`src/rtl/obstacle_datapath.sv`:
```
// rtl/obstacle_datapath.sv - moves a 4x4 object right one pixel per tick, erasing/redrawing it
// and stopping at the right edge or on collision with a square obstacle.
module obstacle_datapath #(
  parameter int         TICK_CYCLES = 833333,
  parameter logic [7:0] X_START     = 8'd0,
  parameter logic [6:0] Y_START     = 7'd56,
  parameter logic [7:0] X_END       = 8'd156,
  parameter logic [7:0] OBS_X       = 8'd80,
  parameter logic [6:0] OBS_Y       = 7'd48,
  parameter int         OBS_SIZE    = 16,
  parameter logic [2:0] OBJ_COLOUR  = 3'b010
) (
  input  logic       clock,
  input  logic       resetn,
  input  logic       draw,
  input  logic       writeEnable,
  input  logic       up,
  input  logic       down,
  output logic [7:0] x,
  output logic [6:0] y,
  output logic [2:0] colour,
  output logic       plot,
  output logic       finish,
  output logic       collided
);

  localparam int TW = (TICK_CYCLES > 1) ? $clog2(TICK_CYCLES) : 1;
  localparam logic [TW-1:0] TICK_LAST = TW'(TICK_CYCLES - 1);

  // Obstacle bounds widened to 9 bits so the edge arithmetic never wraps.
  localparam logic [8:0] OBS_X_LO = {1'b0, OBS_X};
  localparam logic [8:0] OBS_X_HI = {1'b0, OBS_X} + 9'(OBS_SIZE) - 9'd1;
  localparam logic [8:0] OBS_Y_LO = {2'b00, OBS_Y};
  localparam logic [8:0] OBS_Y_HI = {2'b00, OBS_Y} + 9'(OBS_SIZE) - 9'd1;

  typedef enum logic [2:0] {
    S_IDLE, S_WAIT, S_ERASE, S_UPDATE, S_DRAW, S_CHECK, S_DONE
  } state_t;

  state_t        state_q, state_d;
  logic [TW-1:0] tick_q;
  logic [3:0]    p_q;
  logic [7:0]    xp_q;
  logic [6:0]    yp_q;
  logic          finish_q, collided_q;

  logic          tick;
  logic          overlap;
  logic          finish_cond;
  logic [6:0]    yp_next;
  logic [8:0]    xp9, yp9;

  always_ff @(posedge clock) begin
    if (!resetn) state_q <= S_IDLE;
    else         state_q <= state_d;
  end

  always_comb begin
    state_d = state_q;
    case (state_q)
      S_IDLE:   if (draw) state_d = S_DRAW;
      S_WAIT:   if (tick) state_d = S_ERASE;
      S_ERASE:  if (p_q == 4'hF) state_d = S_UPDATE;
      S_UPDATE: state_d = S_DRAW;
      S_DRAW:   if (p_q == 4'hF) state_d = S_CHECK;
      S_CHECK:  state_d = finish_cond ? S_DONE : S_WAIT;
      S_DONE:   state_d = S_DONE;
      default:  state_d = S_IDLE;
    endcase
    if (state_q != S_DONE && !draw) state_d = S_IDLE;
  end

  always_comb begin
    tick        = (tick_q == TICK_LAST);
    xp9         = {1'b0, xp_q};
    yp9         = {2'b00, yp_q};
    overlap     = (xp9 + 9'd3 >= OBS_X_LO) && (xp9 <= OBS_X_HI) &&
                  (yp9 + 9'd3 >= OBS_Y_LO) && (yp9 <= OBS_Y_HI);
    finish_cond = overlap || (xp_q >= X_END);
    yp_next     = yp_q;
    if (up && !down && yp_q > 7'd0)          yp_next = yp_q - 7'd1;
    else if (down && !up && yp_q < 7'd116)   yp_next = yp_q + 7'd1;
  end

  always_ff @(posedge clock) begin
    if (!resetn) begin
      tick_q     <= '0;
      p_q        <= 4'd0;
      xp_q       <= X_START;
      yp_q       <= Y_START;
      finish_q   <= 1'b0;
      collided_q <= 1'b0;
    end else begin
      tick_q <= (state_q == S_WAIT && state_d == S_WAIT) ? tick_q + 1'b1 : '0;
      // Pixel counter runs only while staying in the same paint phase.
      p_q <= ((state_q == S_ERASE || state_q == S_DRAW) && state_d == state_q)
             ? p_q + 4'd1 : 4'd0;
      if (state_q == S_UPDATE && state_d == S_DRAW) begin
        xp_q <= xp_q + 8'd1;
        yp_q <= yp_next;
      end
      if (state_q == S_CHECK && state_d == S_DONE) begin
        finish_q   <= 1'b1;
        collided_q <= overlap;
      end
    end
  end

  always_comb begin
    plot     = writeEnable && (state_q == S_ERASE || state_q == S_DRAW);
    colour   = (state_q == S_ERASE) ? 3'b000 : OBJ_COLOUR;
    x        = xp_q + {6'd0, p_q[1:0]};
    y        = yp_q + {5'd0, p_q[3:2]};
    finish   = finish_q;
    collided = collided_q;
  end

endmodule

```
`config.mk`:
```
export PLATFORM = sky130hd
export DESIGN_NAME = obstacle_datapath
export DESIGN_NICKNAME = d
export VERILOG_FILES = /design/src/rtl/obstacle_datapath.sv
export SDC_FILE = /design/constraint.sdc
export NUM_CORES = 1
export LEC_CHECK = 0
export ABC_AREA = 0
export CORE_ASPECT_RATIO = 2
export CORE_MARGIN = 2
export CORE_UTILIZATION = 56
export DETAILED_ROUTE_END_ITERATION = 6
export PLACE_DENSITY = 0.79
export SYNTH_ARGS = -nofsm -noshare
export SYNTH_HDL_FRONTEND = slang
export SYNTH_SLANG_ARGS = --single-unit
export TNS_END_PERCENT = 100
```
`constraint.sdc`:
```
create_clock -name clock -period 7.6 [get_ports clock]
set_input_delay 0.76 -clock clock [delete_from_list [all_inputs] [get_ports clock]]
set_output_delay 0.76 -clock clock [all_outputs]
set_load 0.005 [all_outputs]
```
==> results of run 1 <==
[through the flow]
step	util (%)	total power, W	hold WS, ps
2_1_floorplan	-	0.000249	442
3_3_place_gp	63.2	0.000254	453
3_5_place_dp	63.2	0.000255	458
4_1_cts	65.5	0.000430	478
5_1_grt	65.5	0.000442	515
6_report	65.5	0.000427	475
[power by group]
group | internal (W) | total, W | switching [W]
Combinational | 0.00000888 | 0.0000178 | 0.00000896
Sequential | 0.000231 | 0.000231 | 0.000000888
Clock | 0.0000976 | 0.000178 | 0.0000803
[placed cells by master, fill, tap and decap left out, drive strengths merged, types with 2 or more instances in the layout]
| master | Yosys | final |
|---|---|---|
| fa | 3 | 3 |
| nor2 | 35 | 35 |
| xor2 | 19 | 19 |
| clkdlybuf4s50 | 0 | 24 |
| nor4 | 3 | 3 |
| inv | 18 | 18 |
| or3 | 3 | 3 |
| o21ai | 7 | 7 |
| or2 | 3 | 3 |
| clkbuf | 7 | 6 |
| xnor2 | 21 | 21 |
| nand2 | 36 | 36 |
| or4 | 4 | 4 |
| mux2i | 3 | 3 |
| and3 | 5 | 5 |
| a211oi | 2 | 2 |
| nand3 | 14 | 14 |
| and2 | 8 | 8 |
| o311ai | 2 | 2 |
| a21o | 3 | 3 |
| a31oi | 3 | 3 |
| conb | 1 | 2 |
| a21oi | 5 | 5 |
| ha | 14 | 14 |
| nand4 | 11 | 11 |
| nand3b | 2 | 2 |
| nor3 | 7 | 7 |
| dfxtp | 44 | 44 |
| nor2b | 4 | 4 |
| o21a | 4 | 4 |
| a21boi | 3 | 3 |
| nand2b | 4 | 4 |
[critical path, delay by kind of cell (launching register included)]
family | cells | cell delay, ps
xor gates and xnor gates | 1 | 160
adders and majority gates | 2 | 590
buffers and inverters | 2 | 570
DFF | 1 | 430
and+or+nand+nor | 2 | 330
[Yosys cell counts, types with 2 or more instances]
cell       n  area [sq um]
xor2_1    19           166
or2_2      3          18.8
a21oi_1    5          25.0
or4_1      2          15.0
xnor2_1   21           184
nand4_1   11          68.8
mux2i_1    3          30.0
a21o_1     3          22.5
a211oi_1   2          15.0
o21ai_0    6          30.0
inv_1     18          67.6
nand2_1   36           135
and3_1     5          31.3
nand3b_1   2          15.0
nor2b_1    4          25.0
buf_2      3          15.0
nor2_1    35           131
nand3_1   14          70.1
or3_1      3          18.8
or4_4      2          22.5
clkbuf_1   6          22.5
a31oi_1    2          12.5
a21boi_1   2          15.0
and2_1     8          50.1
ha_1      14           175
nor3_1     7          35.0
dfxtp_1   44           881
nor4_1     3          18.8
fa_1       3          60.1
buf_4      4          30.0
o311ai_0   2          17.5
nand2b_1   4          25.0
o21a_1     4          30.0
buf_6      3          33.8
[metal layers]
layer  global-route usage (%)  vias to the layer above  part of all wire, %
met3                     4.64                       12                  2.7
met1                     23.7                     1063                   38
met5                        0                        -                    0
met4                     13.6                        0                  3.3
met2                     44.3                       39                   56
li1                         -                     1126                    -
[sequential cells by signal, indices dropped and copies added (netlist names)]
register and flops:
xp_q 8, tick_q 20, yp_q 7, p_q 4, collided 1, finish 1, state_q 3
[final cells by class]
type	count	share of cell area (%)
multi-input cells	246	54.8
flip-flops and latches	44	29.0
repair buffers	25	8.15
clock buffers	6	2.39
well taps	55	2.26
inverters	18	2.22
clock inverters	2	1.15
[how the worst max path moves through the flow]
stage | slack [ps] | start | depth (start not counted) | end
floorplan | 4970 | yp_q[4] | 9 | yp_q[6]
global placement | 4740 | up | 8 | yp_q[6]
detailed placement | 4670 | up | 8 | yp_q[6]
CTS | 4450 | yp_q[0] | 7 | y[6]
global route | 4300 | yp_q[0] | 7 | y[6]
finish | 4460 | yp_q[0] | 7 | y[6]
[cell families (layout without fill, tap and decap cells)]
family	Yosys count	after routing	share of synthesized area, %
flops	44	44	32.4
fa+ha+maj	17	17	8.66
simple gates	144	144	26.8
xor+xnor	40	40	12.9
mux	4	4	1.52
buf+inv	35	51	6.40
compound gates	39	39	11.1
other cells	1	2	0.138
==> impl_results.md, run 1 <==
- CTS Root Cell: clkbuf_8
- Total grt overflow: 0
- Worst Path Required: ~6800 ps
- Async set-or-reset flop fraction in the synthesized netlist: 0%
- Max frequency: between 0.3 and 0.4 GHz
- 1st-pass router iterations: 4
- I/O pin count: 27
- CTS Hold Bufs: 0
- Crit path max fanout: 6
- Cells after Synth: 324
- Worst setup EP type: output pin
- Die area: ~0.0055 sq mm
- Post-CTS Setup Inserts: 0
- Share of cells above drive strength 1: 4.99%
- Vias/cell: roughly 5.7
- Register area share after synthesis: between 30% and 40%
- Post-DR wirelength/cell: around 14 um
- WS Path Type: register to output pin
- Worst R2R End: yp_q[6]
- Gpl congestion: between 0.7 and 0.8
- First-pass GRT wire length: between 9 and 10 mm
- Post-synthesis cell type count: 55
- Mapped cell area: around 0.0027 sq mm
- Clock insertion delay at the later pin of the skew report: ~300 ps
- Nets: 363
- RSZ-0062 raised after global routing: false
- Slew Limit Fails: 0
- Final setup viols: 0
- GRT Total Usage: 24.0%
- Fin cells: slightly below 400
- Initial core utilization: a little under 60%
- Worst Max-Slew Pin Slew: approximately 680 ps
- Clock buffer depth: 2
- Skew final: approximately 4.2 ps
- Die Wd: between 50 and 60 um
- P&R area growth vs syn: 11.8%
- H-Tree Depth: 2
- DP Area: roughly 0.003 sq mm
- Worst Hold Class: register to register
- Detailed Route Iter0 Violations: 33
- Syn avg cell area: 8.39 sq um
- Largest net degree at the start of global routing: 23
- Cells on worst reg2reg path: 8
- Flop2flop setup slack: approximately 4800 ps
- Crit path time final: about 3100 ps
- Filler cell count: roughly 420
- Slowest-stage cell, CP: clkdlybuf4s50_1
- Buffers on Ports: 24
- Startpoint types: register
- CTS tree: yes
- Warnings from Yosys: 0
- Critical path cell sequence: ha_1, inv_1, fa_1, nor2_1, nand3_1, xnor2_1, clkdlybuf4s50_1
- Crit path largest cell delay: 520 ps
- Number of global-route vias before repair: roughly 2,300
- PD cells: ~140 mW/mm^2
- Hold path depth: 1
- Main flop type after synthesis: dfxtp_1
- Core area: approximately 0.0046 sq mm
- Relative slew slack: 55.0%
- Antenna diodes: 0
- Final WS setup: around 4500 ps
- Endpoints failing hold: 0
- Outcome: finished clean
- Clk sink count: 44
- Critical Path AT: 2380 ps
- Drt drc: 0
- Peak VDD IR: about 0.11 mV
- Hold EP: finish
- Post-cts gate resize count: 0
- Multi-input logic area: around 0.0017 sq mm
- Number of CTS-inserted buffers: 5
- Post-place setup slack: roughly 4700 ps
- Initial antenna violation count: 0
- Number of synthesized flops with an enable pin: 0
- Total Neg Setup Slack: 0 ps
- Placed insts: between 300 and 400
- MaxCap Viol Count: 0
- Via count: approximately 2,200
- Antenna Nets Post-Route: 0
- Final WL: between 5 and 6 mm
- P_leak: about 1.1 nW
- Worst r2r src: yp_q[3]
- Post-route cell area: 0.00304 sq mm
- FF/Latch Area: 881 sq um
- Die height: roughly 100 um
- Clock transition at path regs: about 80 ps
- Fin crit share: about two fifths
- Post-synthesis register bit count: 44
- Site row count: 35
- Hpwl dp: 4.29 mm
- Hold Crit Start: finish
No activity file was read; power rests on OpenSTA's default activity.
==> inputs of run 2 (changes only) <==
Clock period 7.6 ns to 2.97 ns, I/O delays scaled along.
==> run 2 against run 1 <==
Routed wire length grew 9.6%. Sequential power grew to 2.6 times the previous value. Register-to-register slack lost 4500 ps.
==> impl_results.md, run 2 (synthesis results as in run 1) <==
- Outcome: finished clean (unchanged)
- Site row count: 35 (unchanged)
- Total Neg Setup Slack: 0 ps (unchanged)
- Worst Max-Slew Pin Slew: 661 ps (was 675 ps)
- Post-CTS Setup Inserts: 0 (unchanged)
- Slowest-stage cell, CP: clkdlybuf4s50_1 (unchanged)
- Crit path max fanout: 4 (was 6)
- Post-cts gate resize count: 0 (unchanged)
- Commonest non-fill, non-tap cell in the layout: dfxtp_1 (unchanged)
- Clock transition at path regs: 80 ps (about the same)
- Fin crit share: between 90% and 100%
- Number of global-route vias before repair: 2,461 (was 2,271)
- Largest register FFs: 20 (unchanged)
- Share of cells above drive strength 1: 6.92% (was 4.99%)
- Slew Limit Fails: 0 (unchanged)
- First-pass GRT wire length: 10.7 mm (was 9.78 mm)
- CTS Root Cell: clkbuf_8 (unchanged)
- Antenna diodes: 0 (unchanged)
- P_leak: 1.13 nW (was 1.11 nW)
- Die height: 103 um (unchanged)
- P&R area growth vs syn: 13.8% (was 11.8%)
- Relative slew slack: 55.9% (was 55.0%)
- I/O pin count: 27 (unchanged)
- Initial antenna violation count: 0 (unchanged)
- 1st-pass router iterations: 4 (unchanged)
- GRT Total Usage: 26.5% (was 24.0%)
- Critical path cell sequence: ha_1, inv_1, fa_1, nor2_1, nand3_1, xnor2_1, clkdlybuf4s50_1 (unchanged)
- Largest regs: tick_q x20, xp_q x8, yp_q x7 (unchanged)
- CTS tree: yes (unchanged)
- Via count: 2,310 (was 2,240)
- Core area: 0.00464 sq mm (unchanged)
- WHS: 485 ps (was 475 ps)
- Total grt overflow: 0 (unchanged)
- MaxCap Viol Count: 0 (unchanged)
- Drt drc: 0 (unchanged)
- Clock buffer depth: 2 (unchanged)
- Die area: 0.00546 sq mm (unchanged)
- Initial core utilization: 58.5% (unchanged)
- PD cells: 360 mW/mm^2 (was 141 mW/mm^2)
- Final setup viols: 0 (unchanged)
- Final WL: 6.22 mm (was 5.68 mm)
- Post-DR wirelength/cell: 15.5 um (was 14.3 um)
- Flop2flop setup slack: 310 ps (was 4790 ps)
- Worst Hold Class: register to register (unchanged)
- Most frequent cells in the layout: 44 x dfxtp_1, 36 x nand2_1, 35 x nor2_1, 24 x clkdlybuf4s50_1, 21 x xnor2_1 (unchanged)
- CP top delay family: adder cells (unchanged)
- Endpoints failing hold: 0 (unchanged)
- CTS Hold Bufs: 0 (unchanged)
- Reg with most FFs: tick_q (unchanged)
- Peak VDD IR: 0.393 mV (was 0.112 mV)
- Hpwl dp: 4.83 mm (was 4.29 mm)
- Clock network fraction of total power: 42.6% (was 41.6%)
- RSZ-0062 raised after global routing: false (unchanged)
- Critical Path AT: 2380 ps (about the same)
- Buffers and inverters on the worst path: 2 (unchanged)
- Crit path time final: 2680 ps
- WS Path Type: register to output pin (unchanged)
- Max frequency: approximately 0.37 GHz
- Number of CTS-inserted buffers: 5 (unchanged)
- Internal power: 0.000867 W (was 0.000337 W)
- Reg power frac: 53.2% (was 54.2%)
- H-Tree Depth: 2 (unchanged)
- Buffers on Ports: 24 (unchanged)
- Worst Path Required: 2670 ps (was 6840 ps)
- Nets: 369 (was 363)
- Vias/cell: 5.75 (was 5.66)
- Clk sink count: 44 (unchanged)
- Gate power share: 4.3% (was 4.2%)
- Crit path largest cell delay: 530 ps (was 520 ps)
- Die Wd: 53.3 um (unchanged)
- Antenna Nets Post-Route: 0 (unchanged)
- Largest net degree at the start of global routing: 22 (was 23)
- Clock insertion delay at the later pin of the skew report: 310 ps (was 300 ps)
- Switching part of the total: 22.2% (was 21.1%)
- Detailed Route Iter0 Violations: 50 (was 33)
- Worst setup EP type: output pin (unchanged)
- Startpoint types: register (unchanged)
- P_sw: 0.000248 W (was 0.0000902 W)
- Gpl congestion: 0.853 (was 0.773)
- Skew final: 12.7 ps (was 4.20 ps)
[run 2: cell type report]
type,instances,area [sq um]
Multi-Input combinational cell,246,1670
Fill cell,416,1550
Sequential cell,44,881
Timing Repair Buffer,31,293
Clock buffer,5,68.8
Tap cell,55,68.8
Inverter,18,67.6
Clock inverter,3,46.3
[run 2: power by group through the flow]
| stage | clock network, W | logic, W | registers, W |
|---|---|---|---|
| global placement | 0 | 0.0000459 | 0.000606 |
| global route | 0.000505 | 0.0000531 | 0.000593 |
| floorplan | 0 | 0.0000327 | 0.000605 |
| detailed placement | 0 | 0.0000469 | 0.000606 |
| CTS | 0.000482 | 0.0000470 | 0.000592 |
| finish | 0.000474 | 0.0000474 | 0.000593 |
[run 2: path summary, 6_finish.rpt]
| check | startpoint | end | cells past startpoint |
|---|---|---|---|
| max | p_q[2] | y[6] | 7 |
| min | finish | finish | 1 |
| max reg2reg | yp_q[3] | yp_q[6] | 8 |
| min reg2reg | finish | finish | 1 |
[run 2: worst register-to-register path: stages, from the launching register on]
cell,delay (ps)
dfxtp_1,320
or4_4,530
o311a_4,380
ha_1,350
nor2b_1,160
o31a_1,260
o22ai_1,170
mux2i_1,230
mux2i_1,190
[run 2: metal layers]
metal	vias up	GRT usage, %	part of all wire, %
met4	0	15.0	3.3
met5	-	0	0
met3	14	3.91	2.3
met2	46	51.4	60
met1	1110	24.5	35
li1	1140	-	-
[run 2: through the flow]
step / total power (W) / cell area, sq um / cells / setup WS [ps] / util (%)
floorplan: 0.000637 / 2720 / 325 / 341 / -
global placement: 0.000652 / 2980 / 394 / 385 / 64.1
detailed placement: 0.000653 / 2980 / 394 / 350 / 64.1
CTS: 0.00112 / 3090 / 402 / 262 / 66.6
global route: 0.00115 / 3090 / 402 / 172 / 66.6
finish: 0.00111 / 3090 / 402 / 291 / 66.6
==> RTL edit, RTL diff (settings of run 2) <==
Encoding of `state_t`: now one-hot (7 bits for 7 states).
--- a/src/rtl/obstacle_datapath.sv
+++ b/src/rtl/obstacle_datapath.sv
@@ -33,8 +33,8 @@
   localparam logic [8:0] OBS_Y_LO = {2'b00, OBS_Y};
   localparam logic [8:0] OBS_Y_HI = {2'b00, OBS_Y} + 9'(OBS_SIZE) - 9'd1;
 
-  typedef enum logic [2:0] {
-    S_IDLE, S_WAIT, S_ERASE, S_UPDATE, S_DRAW, S_CHECK, S_DONE
+  typedef enum logic [6:0] {
+    S_IDLE = 7'b0000001, S_WAIT = 7'b0000010, S_ERASE = 7'b0000100, S_UPDATE = 7'b0001000, S_DRAW = 7'b0010000, S_CHECK = 7'b0100000, S_DONE = 7'b1000000
   } state_t;
 
   state_t        state_q, state_d;
Formal check against the unedited RTL: no difference found for any inputs over 10 cycles, from zero or initial values and one cycle with resetn low; not proved beyond that.
==> RTL edit against run 2 <==
Sequential cell count rose by 4. Final area rose by 12%. Sequential power rose by 9.8%. Clock skew fell by 3.0 ps. Combinational power rose by 58%. Area after synthesis rose by 14%. Setup slack got worse by 34 ps. Routed wire length rose by 11%. Largest cell class unchanged. Final cell count rose by 8.0%. Total power rose by 3.2%.
==> RTL edit: results (changes against run 2) <==
[logic_synthesis]
ys_warn_count=0  ; unchanged
synth.avg_cell_area_um2=8.884  ; +5.9%
synthDistinctLibCells=61  ; +11%
synthArstFlopShare_pct=0  ; unchanged
yosysSeqAreaShare_pct=31.08  ; -1.3 points
yosys-top-cells-count=dfxtp_1 (48), nor2_1 (41), inv_1 (23), xor2_1 (23)
synth_area_leaders=dfxtp_1 (31%), xor2_1 (6.5%), nor3_2 (6.2%)

[placed_design]
placed_cell_area_mm2=0.003372  ; +13%
io_buffers=24  ; unchanged
dp_hpwl_um=5321  ; +10%
gp_congestion=0.8976  ; +5.2%
dp.cells=426  ; +8.1%

[clocking]
clk_latency_ps=310  ; about the same
cts.clk_slew.worst_paths_ps=90
post_cts_buffers=0  ; unchanged
cts_buffers=5  ; unchanged
root_buffer=clkbuf_8
cts_resized=0  ; unchanged
cts_buffer_depth=2  ; unchanged
cts_max_level=2  ; unchanged

[critical_path]
reg2reg_slack_ps=260  ; -50 ps
critPathMaxStageDelay_ps=470  ; -60 ps
worstPathMaxFanout=7  ; +3
cpMaxStageDelayCell=or4_1
cpLargestDelayFamily=simple AND/OR/NAND/NOR gates
critical_path_class=reg2reg
reg2reg_depth=11  ; +3
crit_path_start=yp_q[4]$_SDFFE_PN1P_
crit_arrival_ps=2960  ; +580 ps
r2r-end=yp_q[6]$_SDFFE_PN0P_

[layout]
fill_cells=476  ; +14%
nNetsFinal=397  ; +7.6%
layout-drive-gt1-share_pct=13.64  ; +6.7 points
antenna_cells=0  ; unchanged
largestRegisters=tick_q (20), xp_q (8)

[route]
postRouteWirelength_um=6877  ; +11%
wl_per_cell_um=15.85  ; +2.4%
drtIter0Drc=70  ; +40%
first_pass_iters=4  ; unchanged
vias_per_cell=5.894  ; +2.6%

[min_path]
hp-class=reg2reg

[global_route]
grt_use_total_pct=23.55  ; -3.0 points
antenna_found_initial=0  ; unchanged
grt_max_degree=22  ; unchanged
grt_first_pass_wirelength_um=11480  ; +7.0%

[sta]
max_slew_margin_pct=47.94  ; -8.0 points
setup_violations=0  ; unchanged
finClkSkew_ps=9.762  ; -2.977 ps

[power]
internal_power_mw=0.8694  ; +0.33%
peakVddDrop_mv=0.3048  ; -23%
p_leak_nw=1.201  ; +5.9%

[status]
outcome=finished clean

-- RTL edit: cell count changes after synthesis, moves of 5 or more --
cell	change
nor3_2	+19
nor2_1	+6
inv_1	+5
nand2_1	-19
nand4_1	-5
-- RTL edit: worst min path at each step --
stage | start | to | slack, ps | depth (start not counted)
after floorplan | resetn | yp_q[4]$_SDFFE_PN1P_ | 360 | 1
after global placement | p_q[0]$_SDFF_PN0_ | p_q[0]$_SDFF_PN0_ | 480 | 1
after detailed placement | finish$_SDFFE_PN0P_ | finish$_SDFFE_PN0P_ | 480 | 1
after CTS | finish$_SDFFE_PN0P_ | finish$_SDFFE_PN0P_ | 510 | 1
after global routing | finish$_SDFFE_PN0P_ | finish$_SDFFE_PN0P_ | 520 | 1
final | finish$_SDFFE_PN0P_ | finish$_SDFFE_PN0P_ | 500 | 1
-- RTL edit: power groups by stage --
stage          clock network (mW)  logic, mW  registers, mW
2_1_floorplan                   0     0.0534          0.663
3_3_place_gp                    0     0.0728          0.666
3_5_place_dp                    0     0.0738          0.666
4_1_cts                     0.430     0.0742          0.651
5_1_grt                     0.456     0.0812          0.652
6_report                    0.423     0.0747          0.651
-- RTL edit: metal layers --
| metal | vias up | wire [um] | global-route usage (%) | share of wire, % |
|---|---|---|---|---|
| li1 | 1264 | - | - | - |
| met1 | 1214 | 2467 | 22.29 | 36 |
| met2 | 60 | 3934 | 45.93 | 57 |
| met3 | 20 | 199 | 3.440 | 2.9 |
| met4 | 0 | 276 | 13.95 | 4.0 |
| met5 | - | 0 | 0 | 0 |
-- RTL edit: through the flow --
step / power (mW) / setup WS [ps] / hold slack [ps] / util [%]
after CTS: 1.156 / 227.4 / 507.9 / 64.58
final: 1.149 / 256.6 / 503.8 / 64.58
after detailed placement: 0.7402 / 252.7 / 475.4 / 62.76
after global routing: 1.190 / 46.68 / 519.0 / 64.58
after floorplan: 0.7166 / 459.3 / 358.9 / -
after global placement: 0.7389 / 306.1 / 475.1 / 62.76
-- RTL edit: final cells by class --
type                    instances  area [um^2]  share of cell area [%]
clock inverters                 2        15.01                  0.4327
multi-input cells             263         1949                   56.18
clock buffers                   6        82.58                   2.380
well taps                      60        75.07                   2.164
inverters                      23        86.33                   2.488
flip-flops and latches         48        960.9                   27.70
repair buffers                 32        300.3                   8.655
-- RTL edit: cells by family (layout without fill, tap and decap cells) --
logic type	after synthesis	count (layout)	share of synthesized area, %
DFF	48	48	31.08
and+or+nand+nor	147	147	29.06
muxes	3	3	0.9713
adders and majority gates	18	18	8.013
other	1	2	0.1213
AOI/OAI and AO/OA	51	51	12.87
xor gates and xnor gates	42	42	11.90
buffers and inverters	38	63	5.989
